### src/rtl/instr_dispatch_pkg.sv
// Shared definitions for the instruction dispatcher.
//   - state_e      : dispatcher FSM states (ST_ERR exists only with DISPATCH_TIMEOUT_EN)
//   - OP_*         : opcode constants and the ALU/immediate range boundary
//   - *_MSB/*_LSB  : bit positions of the fields inside instr_word
//   - TIMEOUT_MAX  : WAIT-state timeout limit (used with DISPATCH_TIMEOUT_EN)
package instr_dispatch_pkg;

  typedef enum logic [2:0] {
    ST_IDLE   = 3'd0,
    ST_FETCH  = 3'd1,
    ST_DECODE = 3'd2,
    ST_START  = 3'd3,
    ST_WAIT   = 3'd4,
    ST_HALT   = 3'd5
`ifdef DISPATCH_TIMEOUT_EN
    ,
    ST_ERR    = 3'd6
`endif
  } state_e;

  localparam logic [3:0] OP_NOP      = 4'b0000;
  localparam logic [3:0] OP_HALT     = 4'b1111;
  localparam logic [3:0] OP_IMM_BASE = 4'b1000;

  localparam int unsigned OPC_MSB = 31;
  localparam int unsigned OPC_LSB = 28;
  localparam int unsigned P1_MSB  = 27;
  localparam int unsigned P1_LSB  = 22;
  localparam int unsigned P2_MSB  = 21;
  localparam int unsigned P2_LSB  = 16;
  localparam int unsigned IMM_MSB = 15;
  localparam int unsigned IMM_LSB = 0;

  localparam logic [7:0] TIMEOUT_MAX = 8'd255;

endpackage

### src/rtl/instr_dispatch_decode.sv
// Combinational opcode classifier for the dispatcher.
// Ports:
//   opcode  : 4-bit latched opcode
//   is_nop  : opcode is NOP
//   is_halt : opcode is HALT
//   sel_alu : opcode routes to the register-register ALU FSM (0001-0111)
//   sel_imm : opcode routes to the immediate ALU FSM (1000-1110)
module dispatch_decode
  import instr_dispatch_pkg::*;
(
  input  logic [3:0] opcode,
  output logic       is_nop,
  output logic       is_halt,
  output logic       sel_alu,
  output logic       sel_imm
);

  always_comb begin
    is_nop  = (opcode == OP_NOP);
    is_halt = (opcode == OP_HALT);
    sel_alu = !is_nop  && (opcode <  OP_IMM_BASE);
    sel_imm = !is_halt && (opcode >= OP_IMM_BASE);
  end

endmodule

### src/rtl/instr_dispatch.sv
// Instruction dispatcher: fetches a 32-bit word, latches its fields, starts the
// matching ALU FSM with a one-cycle pulse and waits for that FSM's done.
// Optional feature: define DISPATCH_TIMEOUT_EN to add a WAIT timeout that
// moves to a sticky error state; otherwise error is tied low.
// Ports:
//   clock, reset(async, active-low), run(level enable)
//   instr_valid/instr_word in, instr_ready out (high only in FETCH)
//   opcode/param1/param2/immediate : latched instruction fields
//   alu_FSM_start/imm_FSM_start    : one-cycle start pulses
//   alu_done/imm_done              : completion inputs
//   pc (instruction count, wraps), halted, error
module instr_dispatch
  import instr_dispatch_pkg::*;
(
  input  logic        clock,
  input  logic        reset,
  input  logic        run,
  input  logic        instr_valid,
  input  logic [31:0] instr_word,
  output logic        instr_ready,
  output logic [3:0]  opcode,
  output logic [5:0]  param1,
  output logic [5:0]  param2,
  output logic [15:0] immediate,
  output logic        alu_FSM_start,
  output logic        imm_FSM_start,
  input  logic        alu_done,
  input  logic        imm_done,
  output logic [7:0]  pc,
  output logic        halted,
  output logic        error
);

  state_e      state_q, state_d;
  logic [7:0]  pc_q, pc_d;
  logic [3:0]  opcode_q, opcode_d;
  logic [5:0]  param1_q, param1_d;
  logic [5:0]  param2_q, param2_d;
  logic [15:0] immediate_q, immediate_d;
`ifdef DISPATCH_TIMEOUT_EN
  logic [7:0]  cnt_q, cnt_d;
`endif

  logic is_nop, is_halt, sel_alu, sel_imm;
  logic sel_done;

  // Fields stay stable from DECODE until the next acceptance, so decoding the
  // latched opcode directly is valid through START and WAIT.
  dispatch_decode u_decode (
    .opcode  (opcode_q),
    .is_nop  (is_nop),
    .is_halt (is_halt),
    .sel_alu (sel_alu),
    .sel_imm (sel_imm)
  );

  // Only the selected FSM's done counts; the other is ignored.
  assign sel_done = sel_alu ? alu_done : imm_done;

  always_comb begin
    state_d     = state_q;
    pc_d        = pc_q;
    opcode_d    = opcode_q;
    param1_d    = param1_q;
    param2_d    = param2_q;
    immediate_d = immediate_q;
`ifdef DISPATCH_TIMEOUT_EN
    cnt_d       = cnt_q;
`endif
    case (state_q)
      ST_IDLE: begin
        if (run) state_d = ST_FETCH;
      end
      ST_FETCH: begin
        if (instr_valid) begin
          opcode_d    = instr_word[OPC_MSB:OPC_LSB];
          param1_d    = instr_word[P1_MSB:P1_LSB];
          param2_d    = instr_word[P2_MSB:P2_LSB];
          immediate_d = instr_word[IMM_MSB:IMM_LSB];
          state_d     = ST_DECODE;
        end
      end
      ST_DECODE: begin
        if (is_nop) begin
          pc_d    = pc_q + 8'd1;
          state_d = ST_FETCH;
        end else if (is_halt) begin
          state_d = ST_HALT;
        end else begin
          state_d = ST_START;
        end
      end
      ST_START: begin
        state_d = ST_WAIT;
`ifdef DISPATCH_TIMEOUT_EN
        cnt_d   = '0;
`endif
      end
      ST_WAIT: begin
        if (sel_done) begin
          pc_d    = pc_q + 8'd1;
          state_d = run ? ST_FETCH : ST_IDLE;
        end
`ifdef DISPATCH_TIMEOUT_EN
        else begin
          cnt_d = cnt_q + 8'd1;
          // Counter reaches TIMEOUT_MAX on this edge: 255 WAIT cycles elapsed.
          if (cnt_q == TIMEOUT_MAX - 8'd1) state_d = ST_ERR;
        end
`endif
      end
      ST_HALT: begin
        state_d = ST_HALT;
      end
`ifdef DISPATCH_TIMEOUT_EN
      ST_ERR: begin
        state_d = ST_ERR;
      end
`endif
      default: begin
        state_d = ST_IDLE;
      end
    endcase
  end

  always_ff @(posedge clock or negedge reset) begin
    if (!reset) begin
      state_q     <= ST_IDLE;
      pc_q        <= '0;
      opcode_q    <= '0;
      param1_q    <= '0;
      param2_q    <= '0;
      immediate_q <= '0;
`ifdef DISPATCH_TIMEOUT_EN
      cnt_q       <= '0;
`endif
    end else begin
      state_q     <= state_d;
      pc_q        <= pc_d;
      opcode_q    <= opcode_d;
      param1_q    <= param1_d;
      param2_q    <= param2_d;
      immediate_q <= immediate_d;
`ifdef DISPATCH_TIMEOUT_EN
      cnt_q       <= cnt_d;
`endif
    end
  end

  // Outputs are decoded from registered state so reset clears them at once.
  assign instr_ready   = (state_q == ST_FETCH);
  assign alu_FSM_start = (state_q == ST_START) && sel_alu;
  assign imm_FSM_start = (state_q == ST_START) && sel_imm;
  assign halted        = (state_q == ST_HALT);
  assign opcode        = opcode_q;
  assign param1        = param1_q;
  assign param2        = param2_q;
  assign immediate     = immediate_q;
  assign pc            = pc_q;
`ifdef DISPATCH_TIMEOUT_EN
  assign error         = (state_q == ST_ERR);
`else
  assign error         = 1'b0;
`endif

endmodule

### config.mk
export PLATFORM = sky130hd
export DESIGN_NAME = instr_dispatch
export DESIGN_NICKNAME = d
export VERILOG_FILES = /design/src/rtl/instr_dispatch_pkg.sv /design/src/rtl/instr_dispatch_decode.sv /design/src/rtl/instr_dispatch.sv
export SDC_FILE = /design/constraint.sdc
export NUM_CORES = 1
export LEC_CHECK = 0
export BUFFER_PORTS_ARGS = -buffer_cell sky130_fd_sc_hd__buf_2
export CAP_MARGIN = 20
export CORE_AREA = 4 4 79 81
export DETAILED_ROUTE_END_ITERATION = 8
export DIE_AREA = 0 0 83 85
export HOLD_SLACK_MARGIN = 0.03
export PLACE_DENSITY = 0.62
export SYNTH_ARGS = -nofsm -noshare
export SYNTH_HDL_FRONTEND = slang
export SYNTH_SLANG_ARGS = --single-unit
### constraint.sdc
create_clock -name clock -period 5.3 [get_ports clock]
set_clock_uncertainty 0.1 [all_clocks]
set_input_delay 1.06 -clock clock [delete_from_list [all_inputs] [get_ports clock]]
set_output_delay 1.06 -clock clock [all_outputs]
set_load 0.03 [all_outputs]
# Yosys cells after proc, flatten, opt, wreduce, memory -nomap -nowiden
# Cells that the tools add are included.
[classes] addsub=1 mul=0 n_div=0 n_lt_le_gt_ge=2 eq_ne=10 shift=0 n_mux=11 bitwise=0 n_reduce_logical=12
[ops] operator="$pmux 3 s6" count=1
[ops] operator="$mux 8" count=2
[ops] operator="$pmux 8 s2" count=1
[ops] operator="$mux 3" count=5
[ops] operator="$add 8x1->8 const B" count=1
[ops] operator="$ne 2x2->1 const B" count=4
[ops] operator="$eq 3x2->1 const B" count=2
[ops] operator="$eq 3x3->1 const B" count=2
[ops] operator="$reduce_and 3->1" count=2
[ops] operator="$eq 4x4->1 const B" count=1
[ops] operator="$ge 4x4->1 const B" count=1
[ops] operator="$logic_and 1x1->1" count=4
[ops] operator="$logic_not 4->1" count=1
[ops] operator="$lt 4x4->1 const B" count=1
[ops] operator="$eq 3x1->1 const B" count=1
[ops] operator="$logic_not 3->1" count=1
[ops] operator="$logic_not 1->1" count=2
[ops] operator="$mux 1" count=2
[ops] operator="$reduce_and 2->1" count=1
[ops] operator="$reduce_bool 2->1" count=1
[word_totals] reg_bits=43 latch_bits=0 ram_bits=0 romBits=0 output_inout_bits=45 word_cells=42 memories=0

# Logic depth before layout (Yosys ltp)
# Gate-level depths: netlist of run 1.
[logic_depth] word_depth=6 depth_mapped=7 depth_no_buf=4

# Hierarchy
# Synthesis of run 1 repeated with hierarchy kept, for this count alone.
[hier_totals] cells_unflattened=134 area_unflattened_um2=1851.8
[modules_own_cells] module="instr_dispatch" n_inst=1 cells_per_inst=127 area_per_inst_um2=1811.7
[modules_own_cells] module="dispatch_decode" n_inst=1 cells_per_inst=7 area_per_inst_um2=40.0

# Worst setup path after synthesis of run 1
# No wires, ideal clock.
[synth_path] path_type="reg-to-output" startpoint="register opcode_q[3] (netlist: opcode[3])" endpoint="output port imm_FSM_start" t_arrival_ns=1.533 required_ns=4.140 path_slack_ns=2.607 path_stages_with_launch=3 cell_sequence="dfrtp_1 > inv_1 > a311oi_1"
[synth_via] elab_chain_cells=4 elab_cells_between_ends=5 classes_between="1 x order compare; 1 x eq/ne; 3 x reduce/logical"
[synth_lines] item="from (decl)" line="instr_dispatch.sv:36" rtl="logic [3:0] opcode_q, opcode_d;"
[synth_lines] item="from (signal assigned)" line="instr_dispatch.sv:140" rtl="opcode_q <= opcode_d;"
[synth_lines] item="parallel branches: the longest is 2 deep, another holds $ge 4x4->1"
[synth_lines] item="$logic_and 1x1->1 (*)" line="instr_dispatch_decode.sv:22" rtl="sel_imm = !is_halt && (opcode >= OP_IMM_BASE);"
[synth_lines] item="$logic_and 1x1->1 (*)" line="instr_dispatch.sv:153" rtl="assign imm_FSM_start = (state_q == ST_START) && sel_imm;"
[synth_lines] item="to (decl)" line="instr_dispatch.sv:26" rtl="output logic imm_FSM_start,"
# Every way passes the cells marked *.

# Final worst setup path of run 1
[layout_path] startpoint="register state_q[0]" endpoint="output port imm_FSM_start"
[layout_via] elab_chain_cells=2
[layout_lines] item="from (decl)" line="instr_dispatch.sv:34" rtl="state_e state_q, state_d;"
[layout_lines] item="from (signal assigned)" line="instr_dispatch.sv:138" rtl="state_q <= state_d;"
[layout_lines] item="$eq 3x2->1" line="instr_dispatch.sv:153"
[layout_lines] item="$logic_and 1x1->1" line="instr_dispatch.sv:153"
# No other way between the ends.

==> summary by stage, run 1 <==
Setup path
The worst setup path startpoint is state_q[0]. In this run the worst setup path terminates at imm_FSM_start. The data arrival time at the worst-slack endpoint is 1.55 ns.

The length in cells of the worst reg-to-reg path is 4. At the worst endpoint, the required time is 4.14 ns. The worst register-to-register path begins at state_q[0].

The startpoint type of the worst setup path is a flop. The destination of the worst register-to-register timing path is immediate[7]. Of all nets on the critical path, the largest fanout is 13. Across all register-to-register paths, the minimum setup slack is 3.29 ns. The setup path with the least slack is of type reg -> out.

STA classifies the critical path endpoint as an output pin.

Route
In this run, the number of DRC markers left after iteration 0 of detailed routing was 41. In the final routed layout, each cell accounts on average for 14.1 um. The detailed route wirelength on metal3 is 353 um. After detailed routing, the number of remaining DRC violations is 0. The routed via count divided by cell count is 4.74. The total vias in the final route is 1393.

The highest metal layer carrying signal wires in the routed design is met4. The remaining antenna violation count after routing is 0. The detailed router put a total of 1820 um of wire on met1. Detailed routing placed a total of 1940 um of wire on met2. The pre-antenna-repair detailed-routing pass consisted of 4 iterations. The detailed-route wire length is just over 4000 um.

Global routing
The via count of the first global-routing pass is between 1000 and 1500. The first-pass GRT wire length is a little over 7000 um. The combined global-route utilization of all metal layers is 12.4%. The remaining global-route overflow is 0. The number of antenna violations at the first check in global routing was 0. Entering global routing, the biggest net connects 44 pins.

Run status
The run finished with clean final reports.

Die
The die height is between 80 and 90 um. The standard cell core area is 0.00547 sq mm. The cell row count is 27. The floorplan step defined a die boundary enclosing 0.00706 sq mm. The die width is 83 um.

The starting density of the core is 34.4%. The I/O pin count is just over 80.

Placement
Summed over all nets, the half-perimeter wirelength after detailed placement is 3090 um. The placed instances occupy a cell area of 0.00234 sq mm. Buffers placed on the I/O ports in this run total 81. The last weighted congestion value of the routability-driven placer is 0.854.

Finish
Cells with a size suffix above 1 make up 57.7% of the layout. The area used by multi-input combinational logic is approximately 740 sq um. The final design utilization is 45.0%. The area taken by flip-flops and latches is 0.00108 sq mm. After filler insertion, the fill cell instance count of the layout stands at 545. The finished cells cover 0.00246 sq mm. 0 antenna diodes ended up in the layout. The number of nets at the end of the flow is 261.

The layout overhead on the synthesized area is 30.7%.

Timing
Setup total negative slack on the finished layout was measured at 0 ns. The total count of hold-check failures in the final report was 0. The minimum clock period after layout is 2.71 ns. Static timing analysis puts the maximum clock frequency at approximately 0.37 GHz. The ratio of final minimum period to clock period is 51.1%. Setup violations remaining at the end of the flow were counted as 0. The count of pins over their slew limit came to 0.

Setup repair after global routing left no endpoint under its margin.

Pwr
The standby leakage power is 1.20 nW. For this design the ratio of total power to cell area is between 600 and 700 mW/mm^2. The worst voltage drop across the vdd grid is 305 uV. After layout, the design draws a total of 1.63 mW.

Logic synthesis
Synthesis produced 139 cells. The post-synthesis area per instance is 13.6 sq um. The number of warnings reported in the yosys synthesis log is 0. After synthesis, the share of flip-flops with an asynchronous set or reset is 100%. The commonest register cell after synthesis is dfrtp_1. Sequential cells were found to cover 57.1% of the synthesized design area. The synthesized netlist contains 34 unique library cells. Synthesis produced a netlist with a net count of 178. Summing every instance area after synthesis gives 0.00188 sq mm. In this run, synthesis inferred 0 flip-flops with an integrated enable. Counting flops and latches in the post-synthesis netlist gives 43.

CTS
The number of gates given a new drive strength after cts is 0. The clock passes through at most 2 buffers. TritonCTS built the clock tree.

The number of levels the H-tree was split into is 2. The number of clock sinks seen by CTS is 43. The number of buffers inserted by post-CTS setup repair is 0.

The clock root buffer master is clkbuf_8. For this design, the CTS-stage hold fixing added 0 buffers. The clock latency reported for the late side of the worst-skew pair is 0.29 ns. Clock-pin slew was measured on the worst setup and hold paths at 0.08 ns. The number of clock buffers inserted by TritonCTS is 5.

Job
The number of max-cap violations is 0.

Min path
The worst min-delay path category is reg -> reg.
worst min-delay path by stage:
stage | startpoint | end | cells past startpoint
3_3_place_gp | pc[7] | pc[7] | 1
6_report | pc[7] | pc[7] | 1
4_1_cts | pc[7] | pc[7] | 1
5_1_grt | pc[7] | pc[7] | 1
2_1_floorplan | state_q[2] | state_q[1] | 1
3_5_place_dp | pc[7] | pc[7] | 1
power by group:
group          leakage (nW)  internal, mW  total, mW  switching (mW)
combinational         0.630         0.291      0.783           0.492
sequential            0.522         0.475      0.600           0.125
clock                0.0502         0.138      0.248           0.110
total                  1.20         0.904       1.63           0.727
cells in the mapped netlist (2+ instances only):
cell      instances  area share, %
nor2_1            2           0.40
xor2_1            7            3.3
nor3_1            2           0.53
a21oi_1           6            1.6
inv_1             5            1.0
a211oi_1          3            1.2
buf_4             4            1.6
mux2_2           32             19
buf_2             2           0.53
nand2_1           4           0.80
dfrtp_1          43             57
nand3_1           5            1.3
o21ai_0           2           0.53
and2_1            2           0.66
registers in the layout (all words and copies together), names as in the netlist:
signal / count
pc: 8
immediate: 16
param2: 6
state_q: 3
opcode: 4
param1: 6
layer usage:
metal,up-vias,track usage [%]
met2,59,20.0
met5,-,0
met3,5,5.34
met1,669,15.0
li1,660,-
met4,0,3.86
layout by cell type (no fill, tap or decap), types with 3 or more instances in the layout:
cell      instances
clkbuf_8          5
xor2_1            7
a21oi_1           6
mux2_2           32
nand2_1           4
a211oi_1          3
inv_1             5
buf_2            81
dfrtp_1          43
nand3_1           5
cell type report:
| type | count | area share, % |
|---|---|---|
| clock buffers | 5 | 2.79 |
| flip-flops and latches | 43 | 43.7 |
| well taps | 72 | 3.66 |
| inverters | 5 | 0.762 |
| repair buffers | 83 | 17.6 |
| clock inverters | 2 | 1.52 |
| multi-input cells | 84 | 30.0 |
kinds of logic (layout without fill, tap and decap cells):
| kind of cell | after synthesis | in the layout | share of synthesized area [%] |
|---|---|---|---|
| other | 1 | 1 | 0.199 |
| flip-flops | 43 | 43 | 57.1 |
| multiplexers | 33 | 33 | 19.9 |
| AND/OR/NAND/NOR | 22 | 22 | 7.70 |
| XOR/XNOR | 7 | 7 | 3.25 |
| AO/OA/AOI/OAI | 20 | 20 | 7.50 |
| adder cells (fa/ha/maj) | 1 | 1 | 0.664 |
| buffers and inverters | 12 | 95 | 3.72 |
critical path, cell delays in order (launching register included):
cell	delay (ns)
dfrtp_1	0.59
nand3_1	0.16
a311oi_1	0.26
buf_2	0.25
through the flow:
step / worst slack (ns) / hold slack (ns) / std cells
after floorplan: 2.61 / 0.415 / 139
after global placement: 2.92 / 0.353 / 286
after detailed placement: 2.88 / 0.361 / 286
after CTS: 2.59 / 0.372 / 293
after global routing: 2.47 / 0.396 / 294
final: 2.59 / 0.364 / 294
No activity file was read; power rests on OpenSTA's default activity.
==> inputs of run 2 (changes only) <==
==> constraint.sdc (replaced) <==
create_clock -name clock -period 2.8 [get_ports clock]
set_clock_uncertainty 0.1 [all_clocks]
set_input_delay 0.56 -clock clock [delete_from_list [all_inputs] [get_ports clock]]
set_output_delay 0.56 -clock clock [all_outputs]
set_load 0.03 [all_outputs]
==> summary by stage, run 2 (synthesis results as in run 1) <==
Run status
The run finished with clean final reports.

Route
The detailed-route wire length was 4150 um (-0.14%). The post-route DRC violation count came to 0 (unchanged). The total vias in the final route came to 1403 (+0.72%). The number of optimization iterations in the first detailed-route pass is 4 (unchanged). The routed via count divided by cell count is 4.76 (+0.38%).

The remaining antenna violation count after routing is 0 (unchanged). The mean routed wirelength per cell is 14.1 um (-0.48%). The DRC marker count from the first detailed-route iteration is 71 (+73%).

Setup path
The data arrival time at the worst-slack endpoint is 1.56 ns (about the same). The largest individual stage delay along the critical path comes from the cell dfrtp_1. The startpoint type of the worst setup path is a flop.

The length in cells of the worst reg-to-reg path came to 4 (unchanged). The signal on the critical path passes through nand3_1 -> a311oi_1 -> buf_2. The delay contributed by the slowest stage of the critical path is 0.58 ns (about the same).

The maximum fanout encountered on the critical timing path was 13 (unchanged). The worst register-to-register path ends at immediate[5]. The required time at the endpoint of the critical path is 2.14 ns (-2.00 ns). The category of the worst setup path capture point is an output pin. The slack of the worst reg-to-reg path came to 0.85 ns (-2.44 ns).

The category of the critical setup timing path is reg -> out. The worst setup path startpoint is state_q[0]. The reg-to-reg critical path startpoint is state_q[0].

CTS
The number of buffers between clock root and the deepest sink is 2 (unchanged). The number of buffers inserted by post-CTS setup repair is 0 (unchanged). TritonCTS built the clock tree.

The clock root buffer master is clkbuf_8. The clock-pin slew of the registers on the worst-case setup and hold paths is 0.08 ns (about the same). The number of clock buffers inserted by TritonCTS was 5 (unchanged). The number of levels the H-tree was split into is 2 (unchanged). The clock latency reported for the late side of the worst-skew pair was 0.29 ns (about the same).

The number of hold buffers added after CTS was 0 (unchanged). The number of clock sinks seen by CTS was 43 (unchanged). The number of gates given a new drive strength after cts was 0 (unchanged).

Timing
The total count of hold-check failures in the final report was 0 (unchanged). For the pin with the worst max-slew slack, the measured transition is 0.680 ns. The final critical-path setup slack is 0.577 ns (-2.02 ns). Derived from the worst setup path, the maximum achievable clock frequency is approximately 0.45 GHz. The count of endpoints failing setup in the final report is 0 (unchanged).

Dividing the final minimum period by the clock period gives 79.4%. The total negative slack is 0 ns (unchanged). The count of pins over their slew limit was 0 (unchanged).

The worst hold margin is 0.209 ns (-0.155 ns). In this run the tightest slew margin relative to its limit is 54.7%. After layout, the minimum clock period comes to 2.22 ns. Setup repair after global routing left no endpoint under its margin.

Die
The I/O pin count came to 83 (unchanged). The die width is 83 um (unchanged). The die outline area is 0.00706 sq mm (unchanged). The cell row count came to 27 (unchanged). The standard cell core area came to 0.00547 sq mm (unchanged). The starting density of the core came to 34.4% (unchanged). The die height came to 85 um (unchanged).

Global routing
The remaining global-route overflow is 0 (unchanged). The combined global-route utilization of all metal layers is 12.2% (-0.17 points). The via count of the first global-routing pass is 1467 (-1.4%). The largest net degree at the start of global routing is 34 (-23%). The number of antenna violations at the first check in global routing was 0 (unchanged).

The first-pass GRT wire length is 7000 um (-1.6%).

Finish
The area used by multi-input combinational logic is 738 sq um (unchanged). The number of nets at the end of the flow is 262 (+0.38%). The number of diodes came to 0 (unchanged). Compared with the post-synthesis result, the final layout area differs by 30.4%.

The share of layout cells above drive strength 1 is 57.8% (+0.19 points). The flip-flop count of the largest register after layout is 16 (unchanged). In the layout the commonest cells are buf_2 (81), dfrtp_1 (43), mux2_2 (32), xor2_1 (7), a21oi_1 (6).

The filler-free cell count of the finished design is 295 (+0.34%). The final design utilization came to 44.9% (-0.091 points). The count of filler cells inserted in the layout is 560 (+2.8%). The area taken by flip-flops and latches is 0.00108 sq mm (unchanged). The cell area after layout is 0.00246 sq mm (-0.20%). The most common cell after layout, fill and taps aside is buf_2.

Pwr
The internal cell power was 1.71 mW (+89%). The part of the total power dissipated in sequential elements is 36.8% (about the same). The power density over the cells is 1250 mW/mm^2 (+89%).

The fraction of power spent switching nets is 44.4% (-0.11 points). The overall power of the completed layout is 3.08 mW (+89%). The worst voltage drop across the vdd grid came to 547 uV (+79%). The proportion of power drawn by the clock network is 15.2% (about the same). The switching component of the power is 1.37 mW (+88%). The standby leakage power was 1.20 nW (about the same). The part of the total power dissipated in combinational logic is 48.0% (about the same).

Placement
The total placed instance area is 0.00235 sq mm (+0.64%). The number of port buffers is 81 (unchanged). The last weighted congestion value of the routability-driven placer was 0.855 (about the same). The half-perimeter wire length after placement is 3130 um (+1.4%). The instance count after placement with tap cells included is 288 (+0.70%).

The worst slack at placement came to 0.860 ns (-2.02 ns).

Job
The number of max-cap violations is 0 (unchanged).

Min path
The worst min-delay path category is in -> async.
==> run 2: cell types whose count changed in the layout (fill, tap and decap cells not counted), sizes merged <==
cell | previous run | this run
buf | 83 | 84
==> run 2: layout make-up <==
cell class,instances,share of cell area (%)
repair buffers,84,17.4
clock inverters,2,1.53
clock buffers,5,2.80
flip-flops and latches,43,43.8
inverters,5,0.764
multi-input cells,84,30.0
well taps,72,3.67
==> run 2: critical path, delay by kind of cell, from the launching register on <==
family | cells | cell delay [ns]
AO/OA/AOI/OAI | 1 | 0.28
flip-flops | 1 | 0.58
buffers and inverters | 1 | 0.26
AND/OR/NAND/NOR | 1 | 0.16
==> run 2: how the worst max path moves through the flow <==
stage | end
floorplan | imm_FSM_start
global placement | pc[1]
detailed placement | pc[1]
CTS | imm_FSM_start
global route | imm_FSM_start
finish | imm_FSM_start
==> run 2: power groups by stage <==
stage	clock [mW]	combinational, mW	sequential, mW
final	0.467	1.48	1.13
after CTS	0.486	1.50	1.14
after global placement	0	1.48	1.14
after detailed placement	0	1.50	1.14
after floorplan	0	0.603	1.62
after global routing	0.517	1.58	1.19
==> run 2: metal layers <==
layer | vias up | global-route usage (%) | routed length, um
met5 | - | 0 | 0
met4 | 0 | 3.71 | 51
met3 | 7 | 5.63 | 422
met2 | 60 | 19.8 | 1950
met1 | 673 | 14.6 | 1730
li1 | 663 | - | -
==> inputs of run 3 (changes only) <==
--- a/config.mk
+++ b/config.mk
@@ -11,7 +11,7 @@
 export DETAILED_ROUTE_END_ITERATION = 8
 export DIE_AREA = 0 0 83 85
 export HOLD_SLACK_MARGIN = 0.03
-export PLACE_DENSITY = 0.62
+export PLACE_DENSITY = 0.64
 export SYNTH_ARGS = -nofsm -noshare
 export SYNTH_HDL_FRONTEND = slang
 export SYNTH_SLANG_ARGS = --single-unit
==> constraint.sdc (replaced) <==
create_clock -name clock -period 1.9 [get_ports clock]
set_clock_uncertainty 0.1 [all_clocks]
set_input_delay 0.38 -clock clock [delete_from_list [all_inputs] [get_ports clock]]
set_output_delay 0.38 -clock clock [all_outputs]
set_load 0.03 [all_outputs]
==> summary by stage, run 3 (synthesis results as in run 1) <==
Route
The detailed-route wire length is 4280 um (+3.2%). The post-route DRC violation count is 0 (unchanged). The number of optimization iterations in the first detailed-route pass was 4 (unchanged).

The mean routed wirelength per cell is 14.0 um (-0.55%). The routed via count divided by cell count came to 4.79 (+0.67%). The total vias in the final route is 1465 (+4.4%). The DRC marker count from the first detailed-route iteration is 45 (-37%). The remaining antenna violation count after routing is 0 (unchanged).

Die
The starting density of the core is 34.4% (unchanged). The die width is 83 um (unchanged). The I/O pin count is 83 (unchanged). The die height is 85 um (unchanged). The cell row count was 27 (unchanged). The standard cell core area is 0.00547 sq mm (unchanged).

The die outline area is 0.00706 sq mm (unchanged).

Timing
The total negative slack came to 0 ns (unchanged). Of the available clock period, the critical path in the final layout requires 96.1%. The count of endpoints failing setup in the final report is 0 (unchanged). The count of pins over their slew limit was 0 (unchanged). The worst hold margin is 0.196 ns (-0.0127 ns). The total count of hold-check failures in the final report is 0 (unchanged). Derived from the worst setup path, the maximum achievable clock frequency is 0.548 GHz.

Subtracting the final worst setup slack from the clock period gives 1.83 ns. Setup repair after global routing could not meet its margin everywhere.

Pwr
The switching component of the power is 2.06 mW (+51%). The standby leakage power is 1.26 nW (+5.1%). The fraction of power spent switching nets is 43.2% (-1.2 points). The internal cell power came to 2.71 mW (+59%).

The proportion of power drawn by the clock network is 15.3% (about the same). The part of the total power dissipated in sequential elements is 33.3% (-3.5 points). The worst voltage drop across the vdd grid is 810 uV (+48%). The part of the total power dissipated in combinational logic is 51.5% (+3.5 points). The power density over the cells came to 1850 mW/mm^2 (+47%).

Setup path
The required time at the endpoint of the critical path is 1.42 ns (-0.72 ns). The worst setup path is launched from a flop. The length in cells of the worst reg-to-reg path is 5 (+1). The category of the worst setup path capture point is an output pin. The category of the critical setup timing path is reg -> out. The maximum fanout encountered on the critical timing path is 4 (-9).

The data arrival time at the worst-slack endpoint was 1.35 ns (-0.21 ns).

CTS
The clock latency reported for the late side of the worst-skew pair came to 0.29 ns (about the same). The number of buffers between clock root and the deepest sink is 2 (unchanged). The clock-pin slew of the registers on the worst-case setup and hold paths came to 0.08 ns (about the same). The cell sitting at the root of the clock tree is a clkbuf_8. The number of clock buffers inserted by TritonCTS is 5 (unchanged). TritonCTS built the clock tree. The number of levels the H-tree was split into is 2 (unchanged). The number of clock sinks seen by CTS is 43 (unchanged).

Finish
The share of layout cells above drive strength 1 is 62.0% (+4.1 points). The number of nets at the end of the flow was 272 (+3.8%). Relative to the synthesized area, the layout overhead comes to 37.2%. The number of diodes is 0 (unchanged). In the layout the commonest cells are buf_2 (79), dfrtp_1 (40), mux2_2 (32), buf_4 (13), xor2_1 (7). The flip-flop count of the largest register after layout is 16 (unchanged). The final design utilization is 47.2% (+2.3 points). The count of filler cells inserted in the layout is 533 (-4.8%). Leaving out fill and tap cells, the most frequent cell in the layout is buf_2.

Placement
The number of port buffers is 81 (unchanged). The half-perimeter wire length after placement came to 3240 um (+3.5%). The last weighted congestion value of the routability-driven placer came to 0.857 (+0.23%).

Global routing
The number of antenna violations at the first check in global routing came to 0 (unchanged). The remaining global-route overflow is 0 (unchanged). The first-pass GRT wire length is 7260 um (+3.7%). The largest net degree at the start of global routing is 34 (unchanged). The combined global-route utilization of all metal layers is 12.6% (+0.36 points). The via count of the first global-routing pass is 1552 (+5.8%).

Run status
The run finished with clean final reports.

Job
The number of max-cap violations is 0 (unchanged).

Min path
The worst min-delay path category is in -> reg. The worst hold path passes through 3 cells.
[run 3: cell types whose count changed in the layout (fill, tap and decap cells not counted), moves of 2 or more]
cell | previous run | this run
buf_2 | 81 | 79
dfrtp_1 | 43 | 40
buf_4 | 3 | 13
dfrtp_2 | 0 | 3
[run 3: metrics by stage]
stage	total power [mW]	cells	setup WS [ns]	instance area (sq um)
2_1_floorplan	3.30	139	0.00597	1900
3_3_place_gp	3.99	293	0.152	2410
3_5_place_dp	4.03	293	0.131	2410
4_1_cts	4.82	304	0.0154	2560
5_1_grt	5.10	306	-0.0181	2580
6_report	4.78	306	0.0746	2580
[run 3: path summary, 6_finish.rpt]
| check | endpoint | from | slack [ns] |
|---|---|---|---|
| worst max-delay path | imm_FSM_start | state_q[2] | 0.07 |
| worst min register to register | pc[7] | pc[7] | 0.37 |
| max in group asynchronous | param1[2] | reset | 0.68 |
| worst min-delay path | opcode[3] | instr_word[31] | 0.20 |
| worst max register to register | param1[4] | state_q[1] | 0.10 |
| min in group asynchronous | opcode[2] | reset | 0.48 |
[run 3: final cells by class]
cell class	instances	area, sq um	area share [%]
repair buffers	94	523	20.2
well taps	72	90.1	3.48
flip-flops and latches	43	1080	41.8
clock inverters	2	35.0	1.36
multi-input cells	84	756	29.2
inverters	5	18.8	0.726
clock buffers	6	82.6	3.19
[run 3: repair_timing]
action | in CTS | in global routing
hold buffers | 1 | 0
resized for setup | 4 | 3
hold endpoints to repair | 18 | 0
pin swaps | 1 | 1
endpoints found under the setup margin | 2 | 2
buffers inserted | 2 | 2
[run 3: power groups by stage]
stage / Sequential, mW / Clock [mW] / Combinational (mW)
after floorplan: 2.40 / 0 / 0.908
after global routing: 1.65 / 0.801 / 2.65
after global placement: 1.61 / 0 / 2.38
after detailed placement: 1.63 / 0 / 2.40
final: 1.59 / 0.729 / 2.46
after CTS: 1.60 / 0.761 / 2.46
[run 3: worst max-delay path, stage by stage, from the launching register on]
cell and delay, ns:
dfrtp_2 0.41, inv_2 0.09, nand3_2 0.09, a311oi_2 0.27, buf_4 0.20
[run 3: routing by layer]
| metal | GRT usage (%) | wire, um | vias up |
|---|---|---|---|
| met4 | 2.67 | 37 | 0 |
| met5 | 0 | 0 | - |
| met2 | 20.3 | 1900 | 69 |
| li1 | - | - | 687 |
| met3 | 6.70 | 487 | 6 |
| met1 | 14.9 | 1860 | 703 |
